[config.mk]
export PLATFORM = sky130hd
export DESIGN_NAME = complete_arbiter_flat
export DESIGN_NICKNAME = d
export VERILOG_FILES = /design/src/rtl/complete_arbiter_pkg.sv /design/src/rtl/complete_arbiter_if.sv /design/src/rtl/complete_arbiter_rr_arbiter.sv /design/src/rtl/complete_arbiter.sv /design/src/flat_wrapper.sv
export SDC_FILE = /design/constraint.sdc
export NUM_CORES = 1
export LEC_CHECK = 0
export ABC_AREA = 1
export CAP_MARGIN = 20
export CORE_MARGIN = 2
export CORE_UTILIZATION = 47
export DETAILED_ROUTE_END_ITERATION = 6
export PLACE_DENSITY = 0.95
export SLEW_MARGIN = 20
export SYNTH_ARGS = -nofsm -noshare
export SYNTH_HDL_FRONTEND = slang
export SYNTH_SLANG_ARGS = --single-unit
[constraint.sdc]
create_clock -name clock -period 3.5 [get_ports clock]
set_input_delay 0.7 -clock clock [delete_from_list [all_inputs] [get_ports clock]]
set_output_delay 0.7 -clock clock [all_outputs]
set_load 0.02 [all_outputs]
[src/rtl/complete_arbiter_pkg.sv]
// Shared types and sizing for the completion arbiter: physical tag, ROB
// completion packet and default requester count.
package complete_arbiter_pkg;

  localparam int unsigned ROB_SZ      = 32;
  localparam int unsigned ROB_IDX_W   = $clog2(ROB_SZ);
  localparam int unsigned PHYS_REGS   = 64;
  localparam int unsigned NUM_REQ_DEF = 4;

  typedef logic [$clog2(PHYS_REGS)-1:0] TAG;

  typedef struct packed {
    logic                 complete_en;
    logic [ROB_IDX_W-1:0] complete_idx;
  } IC_ROB_PACKET;

endpackage

[src/rtl/complete_arbiter_if.sv]
// Completion bus: functional-unit requests in, ROB packet and CDB broadcast out.
interface complete_arbiter_if
  import complete_arbiter_pkg::*;
#(
  parameter int unsigned NUM_REQ = NUM_REQ_DEF,
  parameter int unsigned IDX_W   = ROB_IDX_W
) ();

  logic [NUM_REQ-1:0]            req_valid;
  logic [NUM_REQ-1:0][IDX_W-1:0] req_rob_idx;
  TAG   [NUM_REQ-1:0]            req_tag;
  logic [NUM_REQ-1:0]            req_ready;
  IC_ROB_PACKET                  ic_rob_packet;
  logic                          cdb_valid;
  TAG                            cdb_tag;

  modport master (
    output req_valid, req_rob_idx, req_tag,
    input  req_ready, ic_rob_packet, cdb_valid, cdb_tag
  );

  modport slave (
    input  req_valid, req_rob_idx, req_tag,
    output req_ready, ic_rob_packet, cdb_valid, cdb_tag
  );

endinterface

[src/rtl/complete_arbiter_rr_arbiter.sv]
// Round-robin selector: first set request at or after ptr, wrapping, wins.
module rr_arbiter #(
  parameter int unsigned NUM_REQ = 4,
  parameter int unsigned PTR_W   = 2
) (
  input  logic [NUM_REQ-1:0] req,
  input  logic [PTR_W-1:0]   ptr,
  output logic [NUM_REQ-1:0] grant
);

  logic             found;
  logic [PTR_W-1:0] sel;

  always_comb begin
    grant = '0;
    found = 1'b0;
    sel   = '0;
    for (int unsigned off = 0; off < NUM_REQ; off++) begin
      sel = PTR_W'((32'(ptr) + off) % NUM_REQ);
      if (!found && req[sel]) begin
        grant[sel] = 1'b1;
        found      = 1'b1;
      end
    end
  end

endmodule

[src/rtl/complete_arbiter.sv]
// Completion arbiter: grants one functional unit per cycle round-robin and
// registers its ROB index and tag onto the ROB packet and CDB.
module complete_arbiter
  import complete_arbiter_pkg::*;
#(
  parameter int unsigned NUM_REQ = NUM_REQ_DEF,
  parameter int unsigned IDX_W   = ROB_IDX_W
) (
  input  logic               clock,
  input  logic               reset,
  input  logic               interrupt,
  complete_arbiter_if.slave  bus
);

  localparam int unsigned PTR_W = $clog2(NUM_REQ);

  logic [PTR_W-1:0]   ptr_q, ptr_d;
  logic               en_q, en_d;
  logic [IDX_W-1:0]   idx_q, idx_d;
  TAG                 tag_q, tag_d;
  logic [NUM_REQ-1:0] rr_grant, grant;
  logic [PTR_W-1:0]   gnt_idx;
  logic               transfer;

  rr_arbiter #(
    .NUM_REQ (NUM_REQ),
    .PTR_W   (PTR_W)
  ) u_rr_arbiter (
    .req   (bus.req_valid),
    .ptr   (ptr_q),
    .grant (rr_grant)
  );

  always_comb begin
    grant    = interrupt ? '0 : rr_grant;
    transfer = |(grant & bus.req_valid);
    gnt_idx  = '0;
    for (int unsigned i = 0; i < NUM_REQ; i++) begin
      if (grant[i]) gnt_idx = PTR_W'(i);
    end

    ptr_d = ptr_q;
    en_d  = transfer;
    idx_d = idx_q;
    tag_d = tag_q;
    // flush wipes the registered stage as well as the pointer
    if (interrupt) begin
      ptr_d = '0;
      en_d  = 1'b0;
      idx_d = '0;
      tag_d = '0;
    end else if (transfer) begin
      ptr_d = (gnt_idx == PTR_W'(NUM_REQ - 1)) ? '0 : gnt_idx + PTR_W'(1);
      idx_d = bus.req_rob_idx[gnt_idx];
      tag_d = bus.req_tag[gnt_idx];
    end
  end

  always_ff @(posedge clock or negedge reset) begin
    if (!reset) begin
      ptr_q <= '0;
      en_q  <= 1'b0;
      idx_q <= '0;
      tag_q <= '0;
    end else begin
      ptr_q <= ptr_d;
      en_q  <= en_d;
      idx_q <= idx_d;
      tag_q <= tag_d;
    end
  end

  assign bus.req_ready                  = grant;
  assign bus.ic_rob_packet.complete_en  = en_q;
  assign bus.ic_rob_packet.complete_idx = ROB_IDX_W'(idx_q);
  assign bus.cdb_valid                  = en_q;
  assign bus.cdb_tag                    = tag_q;

endmodule

[src/flat_wrapper.sv]
// flat-port wrapper written by rule: the top's interface ports become plain ports
module complete_arbiter_flat import complete_arbiter_pkg::*;
#(
  parameter int unsigned NUM_REQ = NUM_REQ_DEF,
  parameter int unsigned IDX_W   = ROB_IDX_W
)
  (clock, reset, interrupt, bus_req_valid, bus_req_rob_idx, bus_req_tag, bus_req_ready, bus_ic_rob_packet, bus_cdb_valid, bus_cdb_tag);
  complete_arbiter_if #(.NUM_REQ(NUM_REQ), .IDX_W(IDX_W)) bus_i ();
  input  logic clock;
  input  logic reset;
  input  logic interrupt;
  input wire logic [$bits(bus_i.req_valid)-1:0] bus_req_valid;
  input wire logic [$bits(bus_i.req_rob_idx)-1:0] bus_req_rob_idx;
  input wire logic [$bits(bus_i.req_tag)-1:0] bus_req_tag;
  output wire logic [$bits(bus_i.req_ready)-1:0] bus_req_ready;
  output wire logic [$bits(bus_i.ic_rob_packet)-1:0] bus_ic_rob_packet;
  output wire logic [$bits(bus_i.cdb_valid)-1:0] bus_cdb_valid;
  output wire logic [$bits(bus_i.cdb_tag)-1:0] bus_cdb_tag;
  assign bus_i.req_valid = bus_req_valid;
  assign bus_i.req_rob_idx = bus_req_rob_idx;
  assign bus_i.req_tag = bus_req_tag;
  assign bus_req_ready = bus_i.req_ready;
  assign bus_ic_rob_packet = bus_i.ic_rob_packet;
  assign bus_cdb_valid = bus_i.cdb_valid;
  assign bus_cdb_tag = bus_i.cdb_tag;
  complete_arbiter #(.NUM_REQ(NUM_REQ), .IDX_W(IDX_W)) u_core (.clock(clock), .reset(reset), .interrupt(interrupt), .bus(bus_i));
endmodule
Word-level counts from Yosys, hierarchy flattened
Index checks and enable logic that the tools add are counted.
{"block": "totals", "out_inout_bits": 17, "in_bits": 51, "reg_bits": 14, "word_cells": 73}
{"block": "classes", "eq_ne": 1, "n_addsub": 4, "n_bitwise": 4, "n_reduce_logical": 12, "magnitude_cmp": 9, "mux": 39}
{"cell": "4-bit two-way mux", "n": 5}
{"cell": "6-bit two-way mux", "n": 3}
{"cell": "2-bit by 3-bit less-than comparator with 1-bit output (second input constant)", "n": 5}
{"cell": "5-bit two-way mux", "n": 3}
{"cell": "1-bit two-way mux", "n": 13}
{"cell": "6-bit binary-select mux with 2-bit select", "n": 1}
{"cell": "4-bit OR", "n": 3}
{"cell": "5-bit binary-select mux with 2-bit select", "n": 1}
{"cell": "2-bit two-way mux", "n": 5}
{"cell": "1-bit binary-select mux with 2-bit select", "n": 4}
{"cell": "1-bit demux with 2-bit select", "n": 4}
{"cell": "2-bit by 1-bit >= comparator with 1-bit output (second input constant)", "n": 4}
{"cell": "1-bit logical AND", "n": 7}
{"cell": "2-bit by 1-bit adder with 2-bit output (second input constant)", "n": 2}
{"cell": "2-bit adder (second input constant)", "n": 2}
{"cell": "4-bit bitwise AND", "n": 1}
{"cell": "4-bit OR reduction", "n": 1}
{"cell": "1-bit logical NOT", "n": 3}
{"cell": "2-bit equality test (second input constant)", "n": 1}
{"cell": "2-bit nonzero test", "n": 1}

Depth between registers and ports, before layout
Gate-level depths: netlist (run 1).
{"block": "logic_depth", "ltp_word": 20, "depth_mapped": 19, "depth_no_buf": 17}

Modules after synthesis
From an unflattened synthesis (run 1), not the netlist that was laid out.
{"block": "unflattened", "cells_unflattened": 224, "hier_area_um2": 1401.3}
{"mod": "complete_arbiter", "cells_per_inst": 151, "area_per_inst_um2": 1002.2, "n_inst": 1, "seq_area_each_um2": 350.3}
{"mod": "rr_arbiter", "cells_per_inst": 73, "area_per_inst_um2": 399.1, "n_inst": 1, "seq_area_each_um2": 0.0}

Worst setup path after synthesis (run 1)
Ideal clock, no wire load.
{"block": "synth_timing", "path_kind": "register to output", "startpoint": "register u_core.ptr_q[0]", "endpoint": "output port bus_req_ready[0]", "stages_incl_launch_ff": 12, "arrival_time_ps": 1842, "n_path_buf": 1, "setup_slack_ps": 958, "required_time_ps": 2800, "cell_sequence": "dfrtp_1 > buf_4 > inv_4 > ha_1 > inv_1 > nand3_1 > nand2_1 > nand2_4 > inv_2 > nand3_1 > and3_1 > a21oi_1"}
{"block": "synth_via", "elab_chain_cells": 13, "word_cells_on_any_way": 48, "classes_between": "add/sub: 3; order compare: 8; mux: 24; bitwise: 3; reduce/logical: 10"}
{"item": "from (decl)", "line": "complete_arbiter.sv:17", "text": "logic [PTR_W-1:0] ptr_q, ptr_d;"}
{"item": "from (signal assigned)", "line": "complete_arbiter.sv:66", "text": "ptr_q <= ptr_d;"}
{"item": "branches (longest 11 deep; another with 2-bit by 3-bit less-than comparator with 1-bit output)"}
{"item": "4-bit two-way mux (*)", "line": "complete_arbiter_rr_arbiter.sv:20", "text": "if (!found && req[sel]) begin"}
{"item": "4-bit two-way mux (*)", "line": "complete_arbiter.sv:35", "text": "grant = interrupt ? '0 : rr_grant;"}
{"item": "to (decl)", "line": "flat_wrapper.sv:15", "text": "output wire logic [$bits(bus_i.req_ready)-1:0] bus_req_ready;"}
Every way passes the cells marked *. The select of a mux whose other input is x is not followed.

Worst setup path after layout (run 1)
{"block": "layout_timing", "startpoint": "register u_core.ptr_q[1]", "endpoint": "output port bus_req_ready[2]"}
Same word-level chain as after synthesis.

==> qor.txt, run 1 <==
Status: finished, final reports clean
Via Count: 1955
CTS tree: yes
CTS Hold Bufs: 0
RSZ-0062 raised after global routing: false
Period utilization: 95.8%
Beginning of the worst hold path: u_core.bus.cdb_tag[3]
First-pass GRT wire length: 7780 µm
Final HPWL DP: 3630 µm
Lkg Pwr: 1.38 nW
Synth cell types: 23
First drt pass iteration count: 4
Worst vdd ir: 360 µV
Antenna Nets Post-Route: 0
Number of global-route vias before repair: 1880
Final Instance Area: 2380 µm²
Power per cell area: 746 nW/µm²
Area post-placement: 2340 µm²
Average size of a mapped cell: 5.86 µm²
Final core utilization: 71.4%
Ys Warns: 0
Area occupied by multi-input gates: 973 µm²
FF+latch area: 352 µm²
Reg2reg start: u_core.ptr_q[1]
Max Clk Rate: 0.298 GHz
Gr ovfl total: 0
Io pins: 68
DIE AREA: 3990 µm²
Layout cell share with drive strength beyond 1: 9.28%
Syn Nets: 338
Top delay family on crit path: buffers and inverters
Most common cell after layout, fill and taps aside: nand2_1
Worst clock skew: 0.00421 ns
CP max-delay cell: clkdlybuf4s50_1
Worst-path clk slew: 0.09 ns
Endpoint, Worst Hold: u_core.bus.cdb_tag[3]
Max Buffers Root-to-Sink: 2
Hold Path Class: register to register
Min cycle time layout: 3.35 ns
Buffers plus inverters on the worst setup path: 4
Core area: 3340 µm²
Worst EP required: 2.80 ns
Routed WL: 4460 µm
Flops & latches, synth: 14
CTS buffer count: 3
Clk_lat worst skew: 0.28 ns
Hold path depth: 2
Worst slew pin tran: 0.611 ns
Initial antenna violation count: 0
DRC viols: 0
Rows: 21
IO Port Bufs: 67
Number of fill cells in the layout: 288
Initial core utilization: 49.3%
Layout Cells excl Fill: 391
R2R Setup Slk: 0.72 ns
Drt via density: 5.00
Largest net degree at the start of global routing: 25
DR WL/cell: 11.4 µm
Critical Path, Cell by Cell: inv_1 -> ha_1 -> inv_1 -> nand3_1 -> nand2_1 -> nand2_4 -> nor3_2 -> o21ai_2 -> inv_1 -> clkdlybuf4s50_1
Critical path arrival: 2.65 ns
Setup TNS: 0 ns
Setup CP Type: register to output pin
CP max stage delay: 0.60 ns
Final setup viols: 0
Sink Count: 14
Worst setup EP type: output pin
Critical Path Fanout Max: 7
Die Height: 63.2 µm
Final Hold Fails: 0
Area Growth Syn to Fin: 44.7%
Global Route Usage Sum: 23.7%
Synthesized area: 1650 µm²
Highest-count cells in the layout ignoring fill and taps: nand2_1 (90), nand3_1 (75), clkdlybuf4s50_1 (64), inv_1 (57), dfrtp_1 (13)
Register area share after synthesis: 21.3%
Critical path's most frequent cell: inv_1
Nets: 403
DR iter-0 viols: 99
Hold_ws: 0.528 ns
Routability Congestion: 1.04
Worst reg-to-reg path cell count: 17
H-tree Lvls: 1
Die X: 63.2 µm
Post-Place Cells: 387
Final Max Slew Viols: 0
CP startpoint kind: register
Headroom to the max-slew limit: 59.1%
Antenna Cells: 0
CTS Root Cell: clkbuf_4
Gate Count Post-Synth: 281
Maxcap violations: 0
Worst R2R End: u_core.bus.cdb_tag[5]
[per-stage QoR]
stage / setup WS [ns] / total power [mW]
detailed placement: 0.132 / 1.66
finish: 0.145 / 1.78
global placement: 0.187 / 1.62
global route: 0.00651 / 1.96
floorplan: 0.958 / 1.31
CTS: 0.0650 / 1.78
[metal layers]
layer | vias up | share of wire, % | GRT usage [%]
met5 | - | 0 | 0
met4 | 0 | 0.27 | 4.44
met3 | 4 | 7.2 | 5.36
met2 | 74 | 53 | 44.4
met1 | 890 | 40 | 27.5
li1 | 987 | - | -
[cells in the mapped netlist]
library cell	number	area [µm²]
inv_4	1	6.26
ha_1	6	75.1
buf_2	6	30.0
nand2_1	90	338
nor3_2	1	10.0
nand3_2	3	30.0
nor2_1	1	3.75
nand3b_4	1	20.0
buf_6	1	11.3
and3_1	1	6.26
inv_2	4	15.0
dfrtp_1	14	350
nor2_4	2	22.5
o21ai_2	2	17.5
a21oi_1	2	10.0
nand3_1	75	375
inv_1	57	214
clkinv_1	1	3.75
nand2_2	3	18.8
nand2_4	3	33.8
clkbuf_1	1	3.75
a31oi_2	1	12.5
buf_4	5	37.5
[worst max-delay path by stage]
stage                                 from          endpoint  slack (ns)  depth (start not counted)
after floorplan            u_core.ptr_q[0]  bus_req_ready[0]        0.96                         11
after global placement    bus_req_valid[3]  bus_req_ready[0]        0.19                         10
after detailed placement  bus_req_valid[3]  bus_req_ready[0]        0.13                         10
after CTS                  u_core.ptr_q[1]  bus_req_ready[0]        0.06                         11
after global routing       u_core.ptr_q[1]  bus_req_ready[2]       0.007                         10
final                      u_core.ptr_q[1]  bus_req_ready[2]        0.15                         10
[cell families (layout without fill, tap and decap cells)]
logic type / after synthesis / in the layout / share of synthesized area [%]
buf+inv: 76 / 140 / 19.5
fa+ha+maj: 6 / 6 / 4.56
flops: 14 / 14 / 21.3
compound gates: 5 / 5 / 2.43
simple gates: 180 / 180 / 52.2
[tightest hold or removal path: cells and delay by family, from the launching register on]
kind / cells / cell delay [ns]
AND/OR/NAND/NOR: 2 / 0.14
flip-flops: 1 / 0.35
[report_power, final]
group          internal, mW  total, mW  switching, mW
Clock                0.0633      0.117         0.0535
Combinational         0.524       1.40          0.877
Sequential            0.218      0.257         0.0388
[final cells by class]
| cell class | count | share of cell area, % |
|---|---|---|
| Clock buffer | 4 | 1.52 |
| Inverter | 63 | 10.0 |
| Sequential cell | 14 | 14.8 |
| Timing Repair Buffer | 73 | 30.4 |
| Multi-Input combinational cell | 191 | 40.9 |
| Tap cell | 46 | 2.42 |
[what timing repair did]
action	CTS	global route
setup endpoints to repair	0	4
buffers inserted	0	0
resized for setup	0	4
[flip-flops by register name, summed over array words and instances, names as in the netlist]
name                  flops
u_core.idx_q              5
u_core.bus.cdb_tag        6
u_core.ptr_q              2
u_core.bus.cdb_valid      1
Power figures use the tool's default switching activity.
==> run 2, diff against run 1 <==
CORE_UTILIZATION = 25   (was 47)
PLACE_DENSITY = 0.63   (was 0.95)
==> run 2 against run 1 <==
Clock power up 12%. Routed wire length up 8.9%. Clock skew fell by 0.0011 ns. First-iteration DRC count shrank 38%. Sequential cell count did not move. Combinational power about the same. Critical path depth unchanged. Cell count rose by 7.7%. Sequential power is essentially flat. Largest cell class unchanged.
==> qor.txt, run 2 (synthesized netlist as in run 1, its figures left out) <==
Worst-path clk slew: 0.05 ns (was 0.09 ns)
Worst vdd ir: 326 µV (was 360 µV)
Min cycle time layout: 3.33 ns (was 3.35 ns)
Post-CTS Setup Bufs: 0 (unchanged)
Area Growth Syn to Fin: 47.1% (was 44.7%)
DR WL/cell: 11.5 µm (was 11.4 µm)
Final Hold Fails: 0 (unchanged)
CP startpoint kind: primary input (was register)
Worst slew pin tran: 0.627 ns (was 0.611 ns)
Antenna Nets Post-Route: 0 (unchanged)
CP max-delay cell: clkdlybuf4s50_1 (unchanged)
Clk_lat worst skew: 0.24 ns (was 0.28 ns)
Pre-CTS WS: 0.148 ns (was 0.132 ns)
Critical path arrival: 2.63 ns (was 2.65 ns)
Die X: 85.1 µm (was 63.2 µm)
Lkg Pwr: 1.34 nW (was 1.38 nW)
H-tree Lvls: 1 (unchanged)
CTS Hold Bufs: 0 (unchanged)
Sink Count: 14 (unchanged)
Routability Congestion: 0.839 (was 1.04)
Global Route Usage Sum: 14.2% (was 23.7%)
Critical Path, Cell by Cell: clkdlybuf4s50_1 -> inv_1 -> nand2_1 -> nand3_1 -> nand2_1 -> nand2_1 -> nor2_4 -> nand2_1 -> a31oi_2 -> clkdlybuf4s50_1 (was inv_1 -> ha_1 -> inv_1 -> nand3_1 -> nand2_1 -> nand2_4 -> nor3_2 -> o21ai_2 -> inv_1 -> clkdlybuf4s50_1)
Max Buffers Root-to-Sink: 2 (unchanged)
Gr ovfl total: 0 (unchanged)
Worst reg-to-reg path cell count: 17 (unchanged)
Layout Cells excl Fill: 421 (was 391)
Core area: 6350 µm² (was 3340 µm²)
Post-Place Cells: 418 (was 387)
Final setup viols: 0 (unchanged)
Largest net degree at the start of global routing: 25 (unchanged)
Setup CP Type: primary input to output pin (was register to output pin)
DR iter-0 viols: 61 (was 99)
Worst setup EP type: output pin (unchanged)
Worst EP required: 2.80 ns (about the same)
IO Port Bufs: 67 (unchanged)
Hold Path Class: register to register (unchanged)
Final HPWL DP: 3840 µm (was 3630 µm)
Clock share of power: 7.3% (was 6.6%)
CP max stage delay: 0.63 ns (was 0.60 ns)
Io pins: 68 (unchanged)
Initial antenna violation count: 0 (unchanged)
Highest-count cells in the layout ignoring fill and taps: nand2_1 (90), nand3_1 (75), clkdlybuf4s50_1 (66), inv_1 (57), dfrtp_1 (13) (was nand2_1 (90), nand3_1 (75), clkdlybuf4s50_1 (64), inv_1 (57), dfrtp_1 (13))
Initial core utilization: 25.9% (was 49.3%)
Logic pwr share: 78.6% (was 78.9%)
CTS tree: yes (unchanged)
DRC viols: 0 (unchanged)
Status: finished, final reports clean (unchanged)
Rows: 29 (was 21)
First-pass GRT wire length: 8540 µm (was 7780 µm)
Maxcap violations: 0 (unchanged)
Setup WS post-layout: 0.169 ns (was 0.145 ns)
Flop pwr share: 14.1% (was 14.5%)
Most common cell after layout, fill and taps aside: nand2_1 (unchanged)
Final Max Slew Viols: 0 (unchanged)
Layout cell share with drive strength beyond 1: 9.01% (was 9.28%)
Via Count: 1927 (was 1955)
Critical path's most frequent cell: nand2_1 (was inv_1)
Drt via density: 4.58 (was 5.00)
Max Clk Rate: 0.300 GHz (was 0.298 GHz)
DIE AREA: 7250 µm² (was 3990 µm²)
First drt pass iteration count: 5 (was 4)
Antenna Cells: 0 (unchanged)
Routed WL: 4860 µm (was 4460 µm)
CTS buffer count: 3 (unchanged)
Critical Path Fanout Max: 4 (was 7)
Internal: 0.821 mW (was 0.806 mW)
RSZ-0062 raised after global routing: false (unchanged)
Final core utilization: 38.1% (was 71.4%)
Setup TNS: 0 ns (unchanged)
Switching Fraction: 54.6% (about the same)
Nets: 403 (unchanged)
CTS Root Cell: clkbuf_8 (was clkbuf_4)
Hold path depth: 2 (unchanged)
Worst clock skew: 0.00311 ns (was 0.00421 ns)
Die Height: 85.1 µm (was 63.2 µm)
Hold_ws: 0.515 ns (was 0.528 ns)
Switching power: 0.987 mW (was 0.970 mW)
Number of global-route vias before repair: 1975 (was 1880)
Max reg flops: 6 (unchanged)
Period utilization: 95.2% (was 95.8%)
Headroom to the max-slew limit: 58.0% (was 59.1%)
Power per cell area: 747 nW/µm² (was 746 nW/µm²)
## run 2: cell count changes in the layout (fill, tap and decap cells not counted)
cell and delta:
clkbuf_4 -3, clkdlybuf4s50_1 +2, dlymetal6s2s_1 -2, clkbuf_8 +2
## run 2: path summary, 6_finish.rpt
path                                          to  slack (ns)             startpoint
min reg2reg                u_core.bus.cdb_tag[5]        0.51  u_core.bus.cdb_tag[5]
max                             bus_req_ready[1]        0.17       bus_req_valid[0]
max reg2reg                      u_core.idx_q[1]        0.73        u_core.ptr_q[1]
min in group asynchronous        u_core.idx_q[0]        0.85                  reset
min                        u_core.bus.cdb_tag[5]        0.51  u_core.bus.cdb_tag[5]
max in group asynchronous        u_core.ptr_q[1]        2.21                  reset
## run 2: through the flow
stage	power [mW]	cell area [µm²]
3_5_place_dp	1.69	2370
3_3_place_gp	1.67	2370
5_1_grt	2.01	2420
2_1_floorplan	1.31	1650
6_report	1.81	2420
4_1_cts	1.83	2420
## run 2: layout make-up
class / count / area (µm²)
clock buffer: 3 / 41.3
fill: 703 / 3930
inverter: 63 / 239
multi-input combinational: 191 / 973
sequential: 14 / 352
tap: 77 / 96.3
timing repair buffer: 73 / 718
## run 2: power groups by stage
stage	Clock, mW	Sequential [mW]	Combinational, mW
floorplan	0	0.299	1.01
global placement	0	0.257	1.41
detailed placement	0	0.257	1.43
CTS	0.136	0.256	1.44
global route	0.141	0.264	1.60
finish	0.131	0.256	1.42
## run 2: repair_timing
action,CTS,global route
resized for setup,0,2
setup endpoints to repair,0,4
endpoints found under the hold margin,0,0
## run 2: worst max-delay path: cells and delay by family
kind	cells	cell delay, ns
buffers and inverters	3	1.25
and+or+nand+nor	6	0.50
AOI/OAI and AO/OA	1	0.19
## run 2: per-layer routing
layer | up-vias | routed length, µm | track usage [%]
li1 | 985 | - | -
met1 | 867 | 2080 | 17.7
met2 | 67 | 2330 | 24.4
met3 | 8 | 367 | 2.92
met4 | 0 | 72 | 4.47
met5 | - | 0 | 0
==> edit, RTL diff (config.mk and constraints of run 2) <==
The package constant `NUM_REQ_DEF` goes from 4 to 2.
--- a/src/rtl/complete_arbiter_pkg.sv
+++ b/src/rtl/complete_arbiter_pkg.sv
@@ -5,7 +5,7 @@
   localparam int unsigned ROB_SZ      = 32;
   localparam int unsigned ROB_IDX_W   = $clog2(ROB_SZ);
   localparam int unsigned PHYS_REGS   = 64;
-  localparam int unsigned NUM_REQ_DEF = 4;
+  localparam int unsigned NUM_REQ_DEF = 2;
 
   typedef logic [$clog2(PHYS_REGS)-1:0] TAG;
 
Ports: changed (resized bus_req_ready, bus_req_rob_idx, bus_req_tag and bus_req_valid); port bits go from 68 to 42. No check against the original RTL was run, so the function may have changed too.
==> edit against run 2 <==
Via count fell by 56%; sequential cell count fell by 1; design area fell by 50%; global-route usage fell by 0.71 points; routed wire length fell by 54%; fmax rose by 16%; setup slack improved by 0.46 ns; count of clock-buffer cells in the layout did not move; total power fell by 78%; utilization rose by 2.5 points; clock skew rose by 0.0084 ns; area after synthesis fell by 53%; non-clock buffer count fell by 28; combinational power fell by 90%.
==> edit: results (changes against run 2) <==
first-pass GRT wire length 3560 µm (was 8535 µm); TritonRoute pass-1 iters 4 (was 5); clk slew on worst S/H paths 0.08 ns (was 0.05 ns); Seq cells post-synth 13 (was 14); routability cong. 0.7682 (was 0.8394); port bufs 41 (was 67); worst r2r src u_core.ptr_q$_DFFE_PN0P_ (was u_core.ptr_q[1]$_DFFE_PN0P_); share of cells above drive strength 1 0.07042 (was 0.09012); Synth async-reset ratio 1.000 (unchanged); reg2reg end u_core.bus.cdb_tag[1]$_DFFE_PN0P_ (was u_core.idx_q[1]$_DFFE_PN0P_); Wirelength per Cell 12.76 µm (was 11.54 µm); GRT Util Overall 0.1346 (was 0.1416); CP Max Fanout 14 (was 4); worst skew pair latency 0.28 ns (was 0.24 ns); initial antenna violation count 0 (unchanged); Layout Nets 170 (was 403); number of global-route vias before repair 799 (was 1975); clk root buf clkbuf_4 (was clkbuf_8); Seq/Total Area, Yosys 0.4221 (was 0.2129); fillers 323 (was 703); Static Leakage 0.0005705 µW (was 0.001344 µW); Yosys cell types 13 (was 23); vias per std cell 4.823 (was 4.577); Register-to-Register Path Depth 6 (was 17); outcome completed (unchanged); hpwl dp 1621 µm (was 3839 µm); Final Skew 0.01146 ns (was 0.003107 ns); slack of the worst reg-to-reg path 2.12 ns (was 0.73 ns); crit path DAT 2.17 ns (was 2.63 ns); part of the cycle the worst path needs 0.8205 (was 0.9517); top cells by count, synth 23 x nand3_1, 16 x inv_1, 13 x dfrtp_1, 12 x nor2_1 (was 90 x nand2_1, 75 x nand3_1, 57 x inv_1, 14 x dfrtp_1); Largest register FFs 6 (unchanged); WHS 0.5300 ns (was 0.5146 ns); synthesized net count 130 (was 338); DR iter-0 viols 12 (was 61); pin count of the biggest net entering global routing 24 (was 25); CP startpoint bus_req_valid[1] (was bus_req_valid[0])
edit: cell count changes after synthesis, sizes merged, moves of 2 or more:
cell / before / now
nand2: 96 / 4
nand3: 78 / 23
inv: 62 / 16
nand4: 0 / 12
a21oi: 2 / 11
nor2: 3 / 12
ha: 6 / 0
buf: 12 / 10
edit: power breakdown:
| group | internal, µW | switching, µW | leakage (µW) |
|---|---|---|---|
| clock network | 42.3 | 51.7 | 0.0000177 |
| registers | 164 | 7.82 | 0.000165 |
| logic | 69.1 | 65.6 | 0.000388 |
edit: metal layers:
| layer | GRT usage | vias up | share of wire |
|---|---|---|---|
| li1 | - | 425 | - |
| met1 | 0.1749 | 394 | 0.47 |
| met2 | 0.2182 | 23 | 0.46 |
| met3 | 0.01747 | 2 | 0.049 |
| met4 | 0.06667 | 0 | 0.012 |
| met5 | 0 | - | 0 |
edit: area by class of cell:
| class | count | area share |
|---|---|---|
| Clock buffer | 3 | 0.01846 |
| Clock inverter | 1 | 0.004103 |
| Inverter | 16 | 0.04923 |
| Multi-Input combinational cell | 64 | 0.2667 |
| Sequential cell | 13 | 0.2667 |
| Tap cell | 33 | 0.03385 |
| Timing Repair Buffer | 45 | 0.3610 |
edit: logic make-up after synthesis:
logic type             share of synthesized area
and+or+nand+nor                           0.3360
DFF                                       0.4221
AOI/OAI and AO/OA                        0.08603
buffers and inverters                     0.1559
edit: worst max-delay path, cell delays in order:
cell and delay, ns:
clkdlybuf4s50_1 0.50, buf_4 0.21, nand3_1 0.11, inv_1 0.06, clkdlybuf4s50_1 0.59
edit: stage by stage:
stage | area, µm² | instances | util
after detailed placement | 1192 | 171 | 0.3971
after CTS | 1220 | 175 | 0.4063
after global placement | 1192 | 171 | 0.3971
after floorplan | 770.7 | 103 | -
after global routing | 1220 | 175 | 0.4063
final | 1220 | 175 | 0.4063
